===== src/rtl/sc_down_transition_timer_pkg.sv =====
// Shared definitions for the Frogger down-transition game timer.
//   state_e        : timer FSM state (2 bits)
//   DEF_*          : default data width, prescale and initial count
//   presc_width()  : bit width of a prescaler that counts 0..prescale-1
package sc_down_transition_timer_pkg;

  typedef enum logic [1:0] {
    ST_IDLE    = 2'd0,
    ST_RUN     = 2'd1,
    ST_PAUSE   = 2'd2,
    ST_EXPIRED = 2'd3
  } state_e;

  localparam int DEF_DATAWIDTH  = 8;
  localparam int DEF_PRESCALE   = 50000000;
  localparam int DEF_INIT_VALUE = 60;

  // $clog2 of 1 is 0; a register needs at least one bit.
  function automatic int presc_width(input int prescale);
    return (prescale <= 2) ? 1 : $clog2(prescale);
  endfunction

endpackage


===== src/rtl/sc_down_transition_timer_if.sv =====
// Control/status bundle of the down-transition timer.
//   SC_DOWNTIMER_start_InLow      : start request, falling edge starts
//   SC_DOWNTIMER_pause_InLow      : level, low pauses while running
//   SC_DOWNTIMER_load_InLow       : level, low loads load_InBUS
//   SC_DOWNTIMER_load_InBUS       : value to load into the count
//   SC_DOWNTIMER_data_OutBUS      : current count (registered)
//   SC_DOWNTIMER_running_Out      : high in RUN
//   SC_DOWNTIMER_expired_Out      : high in EXPIRED
//   SC_DOWNTIMER_expiredPulse_Out : one cycle on entry to EXPIRED
//   SC_DOWNTIMER_state_Out        : FSM state for observation
// Handshake: there is no valid/ready pair; every input is a level sampled
// on each rising clock edge, and every output is valid for the whole cycle
// after the edge that produced it.
// master drives the controls (game logic / bench), slave is the timer.
interface sc_down_transition_timer_if #(
  parameter int DATAWIDTH = 8
);
  import sc_down_transition_timer_pkg::*;

  logic                 SC_DOWNTIMER_start_InLow;
  logic                 SC_DOWNTIMER_pause_InLow;
  logic                 SC_DOWNTIMER_load_InLow;
  logic [DATAWIDTH-1:0] SC_DOWNTIMER_load_InBUS;
  logic [DATAWIDTH-1:0] SC_DOWNTIMER_data_OutBUS;
  logic                 SC_DOWNTIMER_running_Out;
  logic                 SC_DOWNTIMER_expired_Out;
  logic                 SC_DOWNTIMER_expiredPulse_Out;
  state_e               SC_DOWNTIMER_state_Out;

  modport master (
    output SC_DOWNTIMER_start_InLow, SC_DOWNTIMER_pause_InLow,
           SC_DOWNTIMER_load_InLow, SC_DOWNTIMER_load_InBUS,
    input  SC_DOWNTIMER_data_OutBUS, SC_DOWNTIMER_running_Out,
           SC_DOWNTIMER_expired_Out, SC_DOWNTIMER_expiredPulse_Out,
           SC_DOWNTIMER_state_Out
  );

  modport slave (
    input  SC_DOWNTIMER_start_InLow, SC_DOWNTIMER_pause_InLow,
           SC_DOWNTIMER_load_InLow, SC_DOWNTIMER_load_InBUS,
    output SC_DOWNTIMER_data_OutBUS, SC_DOWNTIMER_running_Out,
           SC_DOWNTIMER_expired_Out, SC_DOWNTIMER_expiredPulse_Out,
           SC_DOWNTIMER_state_Out
  );

endinterface


===== src/rtl/sc_tick_prescaler.sv =====
// Free-running prescaler that produces one decrement tick every PRESCALE
// enabled cycles.
//   clk    : system clock
//   rst_n  : synchronous active-low reset
//   enable : count this cycle (timer running, not paused/loading)
//   clear  : restart the prescale period from 0 (has priority)
//   tick   : high in the enabled cycle whose edge ends the period
module sc_tick_prescaler
  import sc_down_transition_timer_pkg::*;
#(
  parameter int PRESCALE = 4
) (
  input  logic clk,
  input  logic rst_n,
  input  logic enable,
  input  logic clear,
  output logic tick
);

  localparam int            PW   = presc_width(PRESCALE);
  localparam logic [PW-1:0] TERM = PW'(PRESCALE - 1);

  logic [PW-1:0] cnt_q;
  logic [PW-1:0] cnt_d;

  // Holding the count when disabled is what lets a pause resume mid-period.
  always_comb begin
    tick  = enable && (cnt_q == TERM);
    cnt_d = cnt_q;
    if (clear) begin
      cnt_d = '0;
    end else if (enable) begin
      cnt_d = tick ? '0 : cnt_q + PW'(1);
    end
  end

  always_ff @(posedge clk) begin
    if (!rst_n) begin
      cnt_q <= '0;
    end else begin
      cnt_q <= cnt_d;
    end
  end

endmodule


===== src/rtl/sc_down_transition_timer.sv =====
// Loadable down-counting game timer. Counts the loaded value down by one per
// prescaled tick, stops at zero and reports expiry as a level and a
// one-cycle pulse. Started by a high-to-low transition on start_InLow.
//   SC_DOWNTIMER_CLOCK_50    : system clock, rising edge
//   SC_DOWNTIMER_RESET_InLow : synchronous active-low reset
//   bus_if                   : controls in, count/status out (slave side)
// Edge priority: reset > load > start event > pause > tick.
module sc_down_transition_timer
  import sc_down_transition_timer_pkg::*;
#(
  parameter int DOWNTIMER_DATAWIDTH  = DEF_DATAWIDTH,
  parameter int DOWNTIMER_PRESCALE   = DEF_PRESCALE,
  parameter int DOWNTIMER_INIT_VALUE = DEF_INIT_VALUE
) (
  input  logic                        SC_DOWNTIMER_CLOCK_50,
  input  logic                        SC_DOWNTIMER_RESET_InLow,
  sc_down_transition_timer_if.slave   bus_if
);

  localparam int                        DW     = DOWNTIMER_DATAWIDTH;
  localparam logic [DW-1:0]             INIT_V = DW'(DOWNTIMER_INIT_VALUE);
  localparam logic [DW-1:0]             ONE    = DW'(1);

  state_e        state_q, state_d;
  logic [DW-1:0] count_q, count_d;
  logic          pulse_q, pulse_d;
  logic          start_hist_q;

  logic          start_ev;
  logic          presc_en;
  logic          presc_clear;
  logic          tick;

  logic          load_n;
  logic          pause_n;
  logic          start_n;

  assign load_n  = bus_if.SC_DOWNTIMER_load_InLow;
  assign pause_n = bus_if.SC_DOWNTIMER_pause_InLow;
  assign start_n = bus_if.SC_DOWNTIMER_start_InLow;

  assign start_ev = start_hist_q && !start_n;

  // Kept outside the FSM process so tick (which depends on presc_en) does
  // not form a loop through a single combinational block.
  assign presc_en    = (state_q == ST_RUN) && load_n && pause_n;
  assign presc_clear = !load_n ||
                       (start_ev && ((state_q == ST_IDLE) || (state_q == ST_EXPIRED)));

  sc_tick_prescaler #(
    .PRESCALE (DOWNTIMER_PRESCALE)
  ) u_prescaler (
    .clk    (SC_DOWNTIMER_CLOCK_50),
    .rst_n  (SC_DOWNTIMER_RESET_InLow),
    .enable (presc_en),
    .clear  (presc_clear),
    .tick   (tick)
  );

  always_comb begin
    state_d = state_q;
    count_d = count_q;
    pulse_d = 1'b0;
    if (!load_n) begin
      count_d = bus_if.SC_DOWNTIMER_load_InBUS;
      state_d = ST_IDLE;
    end else begin
      unique case (state_q)
        ST_IDLE: begin
          if (start_ev) begin
            if (count_q == '0) begin
              state_d = ST_EXPIRED;
              pulse_d = 1'b1;
            end else begin
              state_d = ST_RUN;
            end
          end
        end
        ST_RUN: begin
          if (!pause_n) begin
            state_d = ST_PAUSE;
          end else if (tick) begin
            // Zero is tested too so the count can never wrap below zero.
            if ((count_q == ONE) || (count_q == '0)) begin
              count_d = '0;
              state_d = ST_EXPIRED;
              pulse_d = 1'b1;
            end else begin
              count_d = count_q - ONE;
            end
          end
        end
        ST_PAUSE: begin
          if (pause_n) begin
            state_d = ST_RUN;
          end
        end
        ST_EXPIRED: begin
          if (start_ev) begin
            count_d = INIT_V;
            state_d = ST_RUN;
          end
        end
        default: state_d = ST_IDLE;
      endcase
    end
  end

  always_ff @(posedge SC_DOWNTIMER_CLOCK_50) begin
    if (!SC_DOWNTIMER_RESET_InLow) begin
      state_q      <= ST_IDLE;
      count_q      <= INIT_V;
      pulse_q      <= 1'b0;
      // Idles at 1 with start released; capturing the input instead of a
      // constant means a start held low through reset is not seen as an edge.
      start_hist_q <= start_n;
    end else begin
      state_q      <= state_d;
      count_q      <= count_d;
      pulse_q      <= pulse_d;
      start_hist_q <= start_n;
    end
  end

  assign bus_if.SC_DOWNTIMER_data_OutBUS      = count_q;
  assign bus_if.SC_DOWNTIMER_running_Out      = (state_q == ST_RUN);
  assign bus_if.SC_DOWNTIMER_expired_Out      = (state_q == ST_EXPIRED);
  assign bus_if.SC_DOWNTIMER_expiredPulse_Out = pulse_q;
  assign bus_if.SC_DOWNTIMER_state_Out        = state_q;

endmodule

===== src/flat_wrapper.sv =====
// flat-port wrapper written by rule: the top's interface ports become plain ports
module sc_down_transition_timer_flat import sc_down_transition_timer_pkg::*;
#(
  parameter int DOWNTIMER_DATAWIDTH  = DEF_DATAWIDTH,
  parameter int DOWNTIMER_PRESCALE   = DEF_PRESCALE,
  parameter int DOWNTIMER_INIT_VALUE = DEF_INIT_VALUE
)
  (SC_DOWNTIMER_CLOCK_50, SC_DOWNTIMER_RESET_InLow, bus_if_SC_DOWNTIMER_start_InLow, bus_if_SC_DOWNTIMER_pause_InLow, bus_if_SC_DOWNTIMER_load_InLow, bus_if_SC_DOWNTIMER_load_InBUS, bus_if_SC_DOWNTIMER_data_OutBUS, bus_if_SC_DOWNTIMER_running_Out, bus_if_SC_DOWNTIMER_expired_Out, bus_if_SC_DOWNTIMER_expiredPulse_Out, bus_if_SC_DOWNTIMER_state_Out);
  sc_down_transition_timer_if bus_if_i ();
  input  logic SC_DOWNTIMER_CLOCK_50;
  input  logic SC_DOWNTIMER_RESET_InLow;
  input wire logic [$bits(bus_if_i.SC_DOWNTIMER_start_InLow)-1:0] bus_if_SC_DOWNTIMER_start_InLow;
  input wire logic [$bits(bus_if_i.SC_DOWNTIMER_pause_InLow)-1:0] bus_if_SC_DOWNTIMER_pause_InLow;
  input wire logic [$bits(bus_if_i.SC_DOWNTIMER_load_InLow)-1:0] bus_if_SC_DOWNTIMER_load_InLow;
  input wire logic [$bits(bus_if_i.SC_DOWNTIMER_load_InBUS)-1:0] bus_if_SC_DOWNTIMER_load_InBUS;
  output wire logic [$bits(bus_if_i.SC_DOWNTIMER_data_OutBUS)-1:0] bus_if_SC_DOWNTIMER_data_OutBUS;
  output wire logic [$bits(bus_if_i.SC_DOWNTIMER_running_Out)-1:0] bus_if_SC_DOWNTIMER_running_Out;
  output wire logic [$bits(bus_if_i.SC_DOWNTIMER_expired_Out)-1:0] bus_if_SC_DOWNTIMER_expired_Out;
  output wire logic [$bits(bus_if_i.SC_DOWNTIMER_expiredPulse_Out)-1:0] bus_if_SC_DOWNTIMER_expiredPulse_Out;
  output wire logic [$bits(bus_if_i.SC_DOWNTIMER_state_Out)-1:0] bus_if_SC_DOWNTIMER_state_Out;
  assign bus_if_i.SC_DOWNTIMER_start_InLow = bus_if_SC_DOWNTIMER_start_InLow;
  assign bus_if_i.SC_DOWNTIMER_pause_InLow = bus_if_SC_DOWNTIMER_pause_InLow;
  assign bus_if_i.SC_DOWNTIMER_load_InLow = bus_if_SC_DOWNTIMER_load_InLow;
  assign bus_if_i.SC_DOWNTIMER_load_InBUS = bus_if_SC_DOWNTIMER_load_InBUS;
  assign bus_if_SC_DOWNTIMER_data_OutBUS = bus_if_i.SC_DOWNTIMER_data_OutBUS;
  assign bus_if_SC_DOWNTIMER_running_Out = bus_if_i.SC_DOWNTIMER_running_Out;
  assign bus_if_SC_DOWNTIMER_expired_Out = bus_if_i.SC_DOWNTIMER_expired_Out;
  assign bus_if_SC_DOWNTIMER_expiredPulse_Out = bus_if_i.SC_DOWNTIMER_expiredPulse_Out;
  assign bus_if_SC_DOWNTIMER_state_Out = bus_if_i.SC_DOWNTIMER_state_Out;
  sc_down_transition_timer #(.DOWNTIMER_DATAWIDTH(DOWNTIMER_DATAWIDTH), .DOWNTIMER_PRESCALE(DOWNTIMER_PRESCALE), .DOWNTIMER_INIT_VALUE(DOWNTIMER_INIT_VALUE)) u_core (.SC_DOWNTIMER_CLOCK_50(SC_DOWNTIMER_CLOCK_50), .SC_DOWNTIMER_RESET_InLow(SC_DOWNTIMER_RESET_InLow), .bus_if(bus_if_i));
endmodule

===== config.mk =====
export PLATFORM = sky130hd
export DESIGN_NAME = sc_down_transition_timer_flat
export DESIGN_NICKNAME = d
export VERILOG_FILES = /design/src/rtl/sc_down_transition_timer_pkg.sv /design/src/rtl/sc_down_transition_timer_if.sv /design/src/rtl/sc_tick_prescaler.sv /design/src/rtl/sc_down_transition_timer.sv /design/src/flat_wrapper.sv
export SDC_FILE = /design/constraint.sdc
export NUM_CORES = 1
export LEC_CHECK = 0
export ABC_CLOCK_PERIOD_IN_PS = 2500
export CORE_ASPECT_RATIO = 0.8
export CORE_MARGIN = 2
export CORE_UTILIZATION = 49
export DETAILED_ROUTE_END_ITERATION = 7
export GPL_ROUTABILITY_DRIVEN = 0
export PLACE_DENSITY_LB_ADDON = 0.08
export SLEW_MARGIN = 40
export SYNTH_ARGS = -nofsm -noshare
export SYNTH_HDL_FRONTEND = slang
export SYNTH_SLANG_ARGS = --single-unit

===== constraint.sdc =====
create_clock -name SC_DOWNTIMER_CLOCK_50 -period 2.5 [get_ports SC_DOWNTIMER_CLOCK_50]
set_clock_uncertainty 0.05 [all_clocks]
set_input_delay 0.5 -clock SC_DOWNTIMER_CLOCK_50 [delete_from_list [all_inputs] [get_ports SC_DOWNTIMER_CLOCK_50]]
set_output_delay 0.5 -clock SC_DOWNTIMER_CLOCK_50 [all_outputs]
set_load 0.05 [all_outputs]

After elaboration in Yosys (flattened, before gate mapping)
Cells that the tools add are included.
{"block": "totals", "rom_bits": 0, "memories": 0, "in_bits": 13, "latchBits": 0, "register_bits": 38, "ramBits": 0}
{"block": "classes", "add_sub_neg": 2, "n_eq_ne": 14, "div_mod_pow": 0, "n_mul": 0, "n_lt_le_gt_ge": 0, "shift": 0, "reduce_logical": 16, "muxes": 21, "bitwise": 1}
{"cell": "2-to-1 mux 8 bit", "n": 5}
{"cell": "adder 26 x 1 -> 26 bit, second input constant", "n": 1}
{"cell": "equality test 26 bit, second input constant", "n": 1}
{"cell": "2-to-1 mux 26 bit", "n": 1}
{"cell": "case mux 8 bit (2 select lines)", "n": 1}
{"cell": "2-to-1 mux 2 bit", "n": 7}
{"cell": "inequality test 3 x 2 -> 1 bit, second input constant", "n": 4}
{"cell": "equality test 8 x 1 -> 1 bit, second input constant", "n": 1}
{"cell": "zero test 8 bit", "n": 1}
{"cell": "case mux 2 bit (4 select lines)", "n": 1}
{"cell": "subtractor 8 x 1 -> 8 bit, second input constant", "n": 1}
{"cell": "logical AND 1 bit", "n": 5}
{"cell": "2-to-1 mux 1 bit", "n": 5}
{"cell": "AND reduction 5 bit", "n": 1}
{"cell": "equality test 2 bit, second input constant", "n": 2}
{"cell": "inequality test 2 x 1 -> 1 bit, second input constant", "n": 2}
{"cell": "AND reduction 4 bit", "n": 1}
{"cell": "logical OR 1 bit", "n": 3}
{"cell": "inequality test 3 x 1 -> 1 bit, second input constant", "n": 1}
{"cell": "inequality test 3 bit, second input constant", "n": 1}
{"cell": "equality test 2 x 1 -> 1 bit, second input constant", "n": 1}
{"cell": "zero test 1 bit", "n": 2}
{"cell": "zero test 2 bit", "n": 1}
{"cell": "inequality test 2 bit, second input constant", "n": 1}
{"cell": "other kinds (4)", "n": 4}

Logic depth before layout (Yosys ltp)
Gate-level depths: netlist (run 1).
{"block": "logic_depth", "depth_word": 8, "ltp_mapped": 9, "mapped_depth_nobuf": 7}

Modules after synthesis
A second synthesis (run 1) with hierarchy kept.
{"block": "hier_totals", "cells_unflattened": 270, "area_unflattened_um2": 2197.1}
{"module": "sc_tick_prescaler", "cells_each": 152, "instances": 1, "seq_area_each_um2": 520.5, "area_each_um2": 1255.0}
{"module": "sc_down_transition_timer", "cells_each": 118, "instances": 1, "seq_area_each_um2": 240.2, "area_each_um2": 942.2}

Least setup slack after synthesis (run 1)
No wires, ideal clock.
{"block": "synth_timing", "path_kind": "register to register", "startpoint": "register u_core.state_q[0], in the netlist u_core.bus_if.SC_DOWNTIMER_state_Out[0]", "endpoint": "register u_core.u_prescaler.cnt_q[25]", "t_arrival_ps": 2820, "synth_period_minus_slack_ps": 2936, "path_stages_with_launch": 8, "setup_slack_ps": -436, "required_time_ps": 2384, "path_cell_list": "dfxtp_1 ha_1 and4_1 buf_6 nand4_4 or3_4 or4_4 a21oi_2"}
{"block": "synth_between", "elab_chain_len": 5, "word_cells_on_any_way": 11, "classes_between": "eq/ne (2); mux (1); reduce/logical (8)"}
{"item": "from (decl)", "line_no": "sc_down_transition_timer.sv:24", "rtl": "state_e state_q, state_d;"}
{"item": "from (signal assigned)", "line_no": "sc_down_transition_timer.sv:118", "rtl": "state_q <= state_d;"}
{"item": "equality test 2 x 1 -> 1 bit *"}
{"item": "named net bus_if_SC_DOWNTIMER_running_Out", "line_no": "flat_wrapper.sv:17", "rtl": "output wire logic [$bits(bus_if_i.SC_DOWNTIMER_running_Out)-1:0] bus_if_SC_DOWNTIMER_running_Out;"}
{"item": "logical AND 1 bit * (2 in series)", "line_no": "sc_down_transition_timer.sv:46", "rtl": "assign presc_en = (state_q == ST_RUN) && load_n && pause_n;"}
{"item": "logical AND 1 bit", "line_no": "sc_tick_prescaler.sv:28", "rtl": "tick = enable && (cnt_q == TERM);"}
{"item": "2-to-1 mux 26 bit", "line_no": "sc_tick_prescaler.sv:33", "rtl": "cnt_d = tick ? '0 : cnt_q + PW'(1);"}
{"item": "to (signal assigned)", "line_no": "sc_tick_prescaler.sv:41", "rtl": "cnt_q <= cnt_d;"}
{"item": "to (decl)", "line_no": "sc_tick_prescaler.sv:23", "rtl": "logic [PW-1:0] cnt_q;"}
Mark *: on every way through the listed nets, which the timed path passes. The rest lies on a longest branch.
A chain may end at the register's enable or synchronous reset.

Worst setup path in the final report (run 1)
{"block": "layout_timing", "startpoint": "register u_core.state_q[1], in the netlist u_core.bus_if.SC_DOWNTIMER_state_Out[1]", "endpoint": "output bus_if_SC_DOWNTIMER_running_Out"}
{"block": "layout_between", "elab_chain_len": 1}
{"item": "equality test 2 x 1 -> 1 bit", "line_no": "sc_down_transition_timer.sv:126", "rtl": "assign bus_if.SC_DOWNTIMER_running_Out = (state_q == ST_RUN);"}
{"item": "to (decl)", "line_no": "flat_wrapper.sv:17"}
Every way passes these cells.

==> results.txt, run 1 <==
The wire length per cell after detailed routing was 13.8 um; the sequential cell fraction of total power was 46.7%. The worst setup path is launched from a flop. Total grt overflow: 0.

The horizontal extent of the die was 78.9 um; the footprint of the flip-flops and latches was 762 um2. The simple-gate portion of the synthesized area was 33.0%; the cell area power density was 508 mW/mm2. Fraction of the mapped netlist area in adder cells: 3.98%. The worst hold path belongs to the class flop to flop. At the end of the flow, the number of nets in the layout was 324. The logs give 1871 for the number of global-route vias before repair and 1.95 ns for the worst endpoint required time.

Yosys mapped a number of flops with a built-in enable equal to 0. After layout, the worst path uses 92.1% of the clock period. Hold repair after CTS inserted 0 buffers.

For the arrival time reported for the critical path endpoint, the log shows 1.75 ns. The run gives 5 as the total clock buffers created by CTS. In this run the count of I/O pins placed on the die edge is 26. The number of storage elements in the synthesis netlist came out at 38.

The clock network is responsible for 36.6% of the overall power. The initial antenna violation count is 0. The tools report the number of hold-slack violations in the final timing report as 0.

Summed over all instances, the cell type with the most area after synthesis is sky130_fd_sc_hd__dfxtp_1. After synthesis, the mean cell area works out to 8.30 um2. In the routed layout, each cell is associated on average with a via count of 5.54. The tools report the proportion of power drawn by combinational gates as 16.7%. The length of routed met2 wiring was 2110 um; the routed wire length on met3 was 227 um. The iteration-0 DRC count of the detailed router was 178; the share of the synthesized area in the top cell type was 34.6%. CTS saw 38 sinks.

The signal on the critical path passes through inv_1 > ha_4 > clkdlybuf4s50_1. On the final layout, the worst hold slack is 0.463 ns. Largest incremental delay on the critical path: 0.80 ns.

In this run the static leakage power is 0.000906 uW. After floorplanning, the core was sized to cover 0.00426 mm2. Root buffer cell: sky130_fd_sc_hd__clkbuf_8.

Once layout is done, the placed cells without fillers occupy 0.00272 mm2. For the achievable frequency, the log shows 0.435 GHz. The netlist uses 51 different library cells. The Yosys step of the flow raised 0 warnings.

For this run, the leading register cell type out of synthesis is sky130_fd_sc_hd__dfxtp_1. Clock latency on the worst-skew pair, taken at its later pin, is 0.29 ns. The final setup TNS was 0 ns.

The tools report the net switching power of the design as 386 uW. By area, the combinational part of the netlist is dominated by simple AND/OR/NAND/NOR gates. The area added between synthesis and finish works out to 23.7%. The fraction of synthesized cell area in xor and xnor cells is 10.4%. In this run the number of H-tree levels came out at 2. Transition time at the pin with the least slew margin: 0.551 ns. The utilization of the core after routing came out at 63.9%.

In this run the tightest slew margin relative to its limit is 63.2%. The clock period minus final worst setup slack came out at 2.30 ns. The initial core utilization is 51.7%, and the die footprint is 0.00504 mm2. Netlist area before placement: 0.00220 mm2.

When the netlist entered floorplanning its net count stood at 285. The logs give 8710 um for the wire length of the first global-routing pass and 0 for the detailed-route DRC error count. The run finished with clean final reports. The fraction of final layout cells sized beyond drive strength 1 came out at 11.5%. The maximum root-to-sink buffer count was 2. The slowest stage of the critical path belongs to the cell sky130_fd_sc_hd__clkdlybuf4s50_1. After clock tree synthesis, the repair step resized 0 gates. The number of setup buffers added after CTS is 0. The cell internal power dissipation is 996 uW, and the share of synthesized registers carrying an async set or reset is 0%. The setup-violating endpoint count in the final report is 0. The detail route stage leaves a number of antenna-violating nets equal to 0.

The top layer used by detailed routing was met4. Total length of routed wires: 5000 um. Once placement finished, the instance area stood at 0.00261 mm2.

The detailed router put a total of 2620 um of wire on met1. The peak fanout along the critical path works out to 7. The floorplan step set the die height to 63.9 um. The count of buffers added on input and output ports is 25. Pin count of the biggest net entering global routing: 23.

The tools report the routed via count as 2005. The logs give 0.320 mV for the peak supply drop and 0 for the count of inserted antenna diode cells. In the post-synthesis netlist, the biggest area contributors are sky130_fd_sc_hd__dfxtp_1, sky130_fd_sc_hd__xnor2_1, sky130_fd_sc_hd__nor2_1.

After legalization and detailed placement, the total HPWL measured 3780 um. TritonCTS built the clock tree. Setup repair after global routing left no endpoint under its margin. Fill cells in the final layout number 391. By startpoint and endpoint, the worst setup path is classified as flop to output pin.

Multiplexer cells account for 1.82% of the synthesized area. Sequential cells were found to cover 34.6% of the synthesized design area. Summing all multi-input logic gate instances after layout gives 0.00137 mm2. Counting every instance in the synthesized netlist gives 265. The synthesized-area fraction occupied by ao, oa, aoi and oai cells was 12.7%; the overall global routing resource usage was 21.8%. After clock tree synthesis, the clock-pin slew on the worst setup and hold paths is 0.08 ns. The critical path capture point type is an output pin. The first TritonRoute pass finished after 4 iterations. For the number of max-cap violations, the log shows 0. Count of final max-slew check failures: 0. After floorplanning, the core was divided into 21 placement rows. Of the total power, the share spent switching nets is 27.9%.
==> critical path, delay by kind of cell (launching register included) <==
family,cells,cell delay (ns)
adders and majority gates,1,0.18
buffers and inverters,2,0.92
DFF,1,0.35
==> cells in the mapped netlist, types with 2 or more instances <==
| master | number |
|---|---|
| sky130_fd_sc_hd__o2bb2ai_1 | 2 |
| sky130_fd_sc_hd__nor4bb_1 | 3 |
| sky130_fd_sc_hd__a21oi_1 | 12 |
| sky130_fd_sc_hd__nor3b_1 | 3 |
| sky130_fd_sc_hd__nor2_1 | 38 |
| sky130_fd_sc_hd__nor2b_1 | 4 |
| sky130_fd_sc_hd__clkbuf_1 | 2 |
| sky130_fd_sc_hd__a211oi_1 | 5 |
| sky130_fd_sc_hd__ha_1 | 7 |
| sky130_fd_sc_hd__inv_1 | 12 |
| sky130_fd_sc_hd__nand3_1 | 12 |
| sky130_fd_sc_hd__and4_1 | 4 |
| sky130_fd_sc_hd__nand4_1 | 7 |
| sky130_fd_sc_hd__nor4b_1 | 2 |
| sky130_fd_sc_hd__or4_1 | 2 |
| sky130_fd_sc_hd__o31ai_1 | 4 |
| sky130_fd_sc_hd__nor3_1 | 13 |
| sky130_fd_sc_hd__nand2b_1 | 3 |
| sky130_fd_sc_hd__xor2_1 | 8 |
| sky130_fd_sc_hd__buf_2 | 2 |
| sky130_fd_sc_hd__dfxtp_1 | 38 |
| sky130_fd_sc_hd__o21ai_0 | 8 |
| sky130_fd_sc_hd__and3_1 | 2 |
| sky130_fd_sc_hd__nand2_1 | 19 |
| sky130_fd_sc_hd__nor4_1 | 6 |
| sky130_fd_sc_hd__xnor2_1 | 18 |
| sky130_fd_sc_hd__mux2i_1 | 4 |
| sky130_fd_sc_hd__or2_2 | 2 |
==> area by class of cell <==
| class | instances | share of cell area, % |
|---|---|---|
| Sequential cell | 38 | 28.0 |
| Timing Repair Buffer | 38 | 13.2 |
| Multi-Input combinational cell | 209 | 50.5 |
| Clock buffer | 8 | 4.05 |
| Inverter | 12 | 1.66 |
| Tap cell | 57 | 2.62 |
==> per-stage QoR <==
stage,cells,total power [uW],setup slack [ns]
after floorplan,265,805,0.00562
after global routing,362,1440,0.109
after CTS,362,1380,0.185
after global placement,354,887,0.0448
after detailed placement,354,888,0.0276
final,362,1380,0.199
==> power groups by stage <==
| stage | registers, uW | logic (uW) | clock network (uW) |
|---|---|---|---|
| floorplan | 697 | 108 | 0 |
| global placement | 659 | 228 | 0 |
| detailed placement | 659 | 229 | 0 |
| CTS | 645 | 230 | 506 |
| global route | 648 | 251 | 545 |
| finish | 645 | 231 | 506 |
==> cells by family (layout without fill, tap and decap cells) <==
| logic type | Yosys count | in the layout |
|---|---|---|
| AO/OA/AOI/OAI | 42 | 42 |
| adder cells (fa/ha/maj) | 7 | 7 |
| buffers and inverters | 18 | 58 |
| AND/OR/NAND/NOR | 130 | 130 |
| multiplexers | 4 | 4 |
| flip-flops | 38 | 38 |
| XOR/XNOR | 26 | 26 |
==> registers in the layout, summed over array words and instances (netlist names) <==
name                                         flops
u_core.u_prescaler.cnt_q                        26
u_core.bus_if.SC_DOWNTIMER_data_OutBUS           8
u_core.bus_if.SC_DOWNTIMER_state_Out             2
u_core.bus_if.SC_DOWNTIMER_expiredPulse_Out      1
u_core.start_hist_q                              1
==> placed cells by master (no fill, tap or decap), types with 4 or more instances in the layout <==
master	count
sky130_fd_sc_hd__nor2_1	38
sky130_fd_sc_hd__dfxtp_1	37
sky130_fd_sc_hd__clkdlybuf4s50_1	24
sky130_fd_sc_hd__nand2_1	19
sky130_fd_sc_hd__xnor2_1	18
sky130_fd_sc_hd__nor3_1	13
sky130_fd_sc_hd__buf_4	13
sky130_fd_sc_hd__inv_1	12
sky130_fd_sc_hd__a21oi_1	12
sky130_fd_sc_hd__nand3_1	12
sky130_fd_sc_hd__o21ai_0	8
sky130_fd_sc_hd__xor2_1	8
sky130_fd_sc_hd__clkbuf_8	8
sky130_fd_sc_hd__nand4_1	7
sky130_fd_sc_hd__nor4_1	6
sky130_fd_sc_hd__ha_1	6
sky130_fd_sc_hd__a211oi_1	5
sky130_fd_sc_hd__and4_1	4
sky130_fd_sc_hd__nor2b_1	4
sky130_fd_sc_hd__o31ai_1	4
sky130_fd_sc_hd__mux2i_1	4
==> path summary, 6_finish.rpt <==
kind | depth (start not counted) | endpoint | start | slack, ns
max | 3 | bus_if_SC_DOWNTIMER_running_Out | u_core.bus_if.SC_DOWNTIMER_state_Out[1] | 0.20
min | 2 | u_core.u_prescaler.cnt_q[25] | u_core.u_prescaler.cnt_q[25] | 0.46
max reg2reg | 8 | u_core.bus_if.SC_DOWNTIMER_data_OutBUS[6] | u_core.bus_if.SC_DOWNTIMER_state_Out[1] | 0.36
min reg2reg | 2 | u_core.u_prescaler.cnt_q[25] | u_core.u_prescaler.cnt_q[25] | 0.46
==> routing by layer <==
layer | vias up | GRT usage, %
met1 | 916 | 32.3
li1 | 1039 | -
met4 | 0 | 6.90
met2 | 44 | 31.7
met3 | 6 | 4.38
met5 | - | 0
Note: power is estimated with default switching activity, not from simulation.
==> inputs of run 2 (changes only) <==
--- a/config.mk
+++ b/config.mk
@@ -7,3 +7,4 @@
 export LEC_CHECK = 0
-export ABC_CLOCK_PERIOD_IN_PS = 2500
+export ABC_CLOCK_PERIOD_IN_PS = 2100
+export CAP_MARGIN = 20
 export CORE_ASPECT_RATIO = 0.8
==> constraint.sdc (replaced) <==
create_clock -name SC_DOWNTIMER_CLOCK_50 -period 2.1 [get_ports SC_DOWNTIMER_CLOCK_50]
set_clock_uncertainty 0.05 [all_clocks]
set_input_delay 0.42 -clock SC_DOWNTIMER_CLOCK_50 [delete_from_list [all_inputs] [get_ports SC_DOWNTIMER_CLOCK_50]]
set_output_delay 0.42 -clock SC_DOWNTIMER_CLOCK_50 [all_outputs]
set_load 0.02 [all_outputs]
==> results.txt, run 2 (synthesis results as in run 1) <==
The flow ran to the end, and the final reports show no timing, DRC or antenna violations. The area added between synthesis and finish was 31.6% (was 23.7%); the post-detailed-route count of antenna-violating nets was 0 (unchanged). The number of primary I/O pins was 26 (unchanged). The footprint of the flip-flops and latches was 768 um2 (was 762 um2); the number of I/O port buffers was 25 (unchanged). The run gives 1956 (was 1871) as the number of global-route vias before repair.

The number of vias per cell after detailed routing is 5.56 (was 5.54). The tools report the number of placed instances with taps included as 374 (was 354). The detailed-route DRC error count came out at 0 (unchanged).

The tools report the count of non-filler cells in the finished layout as 382 (was 362). The total length of routed wires is 5290 um (was 5000 um). The wire length per cell after detailed routing came out at 13.9 um (was 13.8 um).

The register with the most flip-flops is u_core.u_prescaler.cnt_q (unchanged). The iteration-0 DRC count of the detailed router came out at 169 (was 178). TritonCTS built the clock tree. The proportion of total power due to net switching is 26.7% (was 27.9%), and the standard-cell row count is 21 (unchanged). The cell internal power dissipation is 1170 uW (was 996 uW). Root buffer cell: sky130_fd_sc_hd__clkbuf_8 (unchanged).

The start-to-end type of the worst setup path was primary input to flop (was flop to output pin). Peak fanout along the critical path: 3 (was 7). The number of hold-slack violations in the final timing report is 0 (unchanged). Reg-to-reg startpoint: u_core.u_prescaler.cnt_q[19] (was u_core.bus_if.SC_DOWNTIMER_state_Out[1]).

The part of the cycle the worst path needs is 97.2%, and the sequential cell fraction of total power is 47.5% (was 46.7%). The critical path capture point type was a flop (was an output pin). The register clock-pin slew on the reported worst setup and hold paths was 0.08 ns (about the same); the area of combinational cells with multiple inputs was 0.00139 mm2 (was 0.00137 mm2). The horizontal extent of the die came out at 78.9 um (unchanged).

The run gives 429 uW (was 386 uW) as the net switching power of the design. The tools report the startpoint class of the critical path as a primary input (was a flop). The number of filler instances in the final layout is 380 (was 391), and the cell depth of the worst min-delay path is 2 (unchanged). Class of the most critical hold timing path: flop to flop (unchanged). Count of final max-slew check failures: 0 (unchanged). The critical path launch point was bus_if_SC_DOWNTIMER_load_InLow (was u_core.bus_if.SC_DOWNTIMER_state_Out[1]). Most frequent standard cell in the layout excluding fill and tap cells: sky130_fd_sc_hd__nor2_1 (unchanged).

Most frequent cells in the layout: sky130_fd_sc_hd__nor2_1, sky130_fd_sc_hd__dfxtp_1, sky130_fd_sc_hd__buf_4 (was sky130_fd_sc_hd__nor2_1, sky130_fd_sc_hd__dfxtp_1, sky130_fd_sc_hd__clkdlybuf4s50_1). The tools report the final setup TNS as 0 ns (unchanged). The tools report the CTS H-tree depth as 2 (unchanged). The number of nets at the end of the flow is 344 (was 324). The count of inserted antenna diode cells was 0 (unchanged); the cell area power density was 554 mW/mm2 (was 508 mW/mm2).

The number of flip-flops under the largest register name is 26 (unchanged). The endpoint of the worst-slack reg-to-reg timing path was u_core.u_prescaler.cnt_q[8] (was u_core.bus_if.SC_DOWNTIMER_data_OutBUS[6]). The placeable core area is 0.00426 mm2 (unchanged), and the clock period minus final worst setup slack is 2.04 ns.

The logs give 16.8% (was 16.7%) for the proportion of power drawn by combinational gates and 0.482 ns (was 0.463 ns) for the post-route worst hold slack. The run gives 35.7% (was 36.6%) as the part of the power in the clock network. The initial antenna violation count came out at 0 (unchanged).

The run gives 2 (unchanged) as the maximum root-to-sink buffer count. Die footprint: 0.00504 mm2 (unchanged). The run gives 2.28 ns (was 1.95 ns) as the worst endpoint required time.

Initial core utilization: 51.7% (unchanged). The half-perimeter wire length after placement is 4020 um (was 3780 um). The detailed-router iteration count before antenna repair was 4 (unchanged); the overall global routing resource usage was 22.8% (was 21.8%). The number of cell instances on the worst register-to-register path was 6 (was 8). Setup repair after global routing left no endpoint under its margin.

The logs give 0.13 ns (was 0.36 ns) for the register-to-register setup slack and 0 (unchanged) for the total grt overflow. The height of the chip is 63.9 um (unchanged). The logs give 0.00103 uW (was 0.000906 uW) for the static leakage power and 0.416 mV (was 0.320 mV) for the peak supply drop.

The total clock buffers created by CTS was 5 (unchanged). The logs give 0 (unchanged) for the number of max-cap violations and 38 (unchanged) for the number of sinks handled by clock tree synthesis. The latest clock arrival within the worst-skew pair was 0.29 ns (about the same). The logs give 2.22 ns (was 1.75 ns) for the arrival time reported for the critical path endpoint and 0.00289 mm2 (was 0.00272 mm2) for the cell area after layout.

For the number of buffers inserted for hold repair after clock tree synthesis, the log shows 0 (unchanged). The termination of the worst setup path was u_core.u_prescaler.cnt_q[25] (was bus_if_SC_DOWNTIMER_running_Out). The logs give 0 (unchanged) for the number of buffers inserted to repair setup after CTS and 0.00277 mm2 (was 0.00261 mm2) for the total cell area at the placement stage. The fraction of final layout cells sized beyond drive strength 1 is 18.5% (was 11.5%), and the pin count of the biggest net entering global routing is 23 (unchanged).

The run gives 2123 (was 2005) as the routed via count. The tools report the wire length of the first global-routing pass as 9090 um (was 8710 um). Transition time at the pin with the least slew margin: 0.579 ns (was 0.551 ns). The logs give 61.1% (was 63.2%) for the worst slew margin relative to its limit and 0 (unchanged) for the setup-violating endpoint count in the final report. For this run, the top clock speed supported by timing is 0.490 GHz.
-- run 2: cell types whose count changed in the layout (fill, tap and decap cells not counted), moves of 2 or more --
cell,delta
sky130_fd_sc_hd__o21ai_1,+2
sky130_fd_sc_hd__buf_4,+19
sky130_fd_sc_hd__dfxtp_4,+2
sky130_fd_sc_hd__dlymetal6s2s_1,+2
sky130_fd_sc_hd__clkbuf_8,-3
sky130_fd_sc_hd__clkinv_2,+2
sky130_fd_sc_hd__o21ai_0,-2
-- run 2: cell type report --
cell class	instances	share of cell area (%)
inverters	12	1.56
clock buffers	6	3.24
clock inverters	2	0.346
multi-input cells	209	48.0
well taps	57	2.46
repair buffers	58	17.8
flip-flops and latches	38	26.5
-- run 2: through the flow --
step	utilization (%)	power, uW	setup WS [ns]
after floorplan	-	918	-0.0240
after global placement	65.1	1040	-0.272
after detailed placement	65.1	1040	-0.293
after CTS	67.5	1610	0.00610
after global routing	68.0	1670	0.00351
final	68.0	1600	0.0596
-- run 2: repair_timing --
item	in CTS	in global routing
gates cloned	0	0
endpoints found under the hold margin	0	0
setup endpoints to repair	1	33
resized for setup	1	8
pin swaps	0	1
-- run 2: per-layer routing --
metal,part of all wire (%),GRT usage (%)
met1,53,33.7
met2,40,33.4
met3,5.5,4.38
met4,1.4,7.11
met5,0,0
-- run 2: worst min-delay path by stage --
stage                                          from                            to  slack (ns)
finish                  u_core.u_prescaler.cnt_q[2]   u_core.u_prescaler.cnt_q[2]        0.48
global route           u_core.u_prescaler.cnt_q[25]  u_core.u_prescaler.cnt_q[25]        0.52
CTS                     u_core.u_prescaler.cnt_q[2]   u_core.u_prescaler.cnt_q[2]        0.48
detailed placement      u_core.u_prescaler.cnt_q[2]   u_core.u_prescaler.cnt_q[2]        0.45
global placement        u_core.u_prescaler.cnt_q[2]   u_core.u_prescaler.cnt_q[2]        0.44
floorplan           bus_if_SC_DOWNTIMER_start_InLow           u_core.start_hist_q        0.40
-- run 2: critical path, cell delays in order --
cell and delay (ns):
sky130_fd_sc_hd__clkdlybuf4s50_1 0.51, sky130_fd_sc_hd__and4_4 0.26, sky130_fd_sc_hd__nand4_4 0.10, sky130_fd_sc_hd__or3_4 0.40
sky130_fd_sc_hd__or4_4 0.42, sky130_fd_sc_hd__a21oi_2 0.12
-- run 2: power groups by stage --
stage / Clock [uW] / Combinational [uW] / Sequential, uW
2_1_floorplan: 0 / 124 / 793
6_report: 573 / 269 / 761
4_1_cts: 588 / 266 / 760
3_3_place_gp: 0 / 262 / 776
3_5_place_dp: 0 / 264 / 777
5_1_grt: 615 / 294 / 764
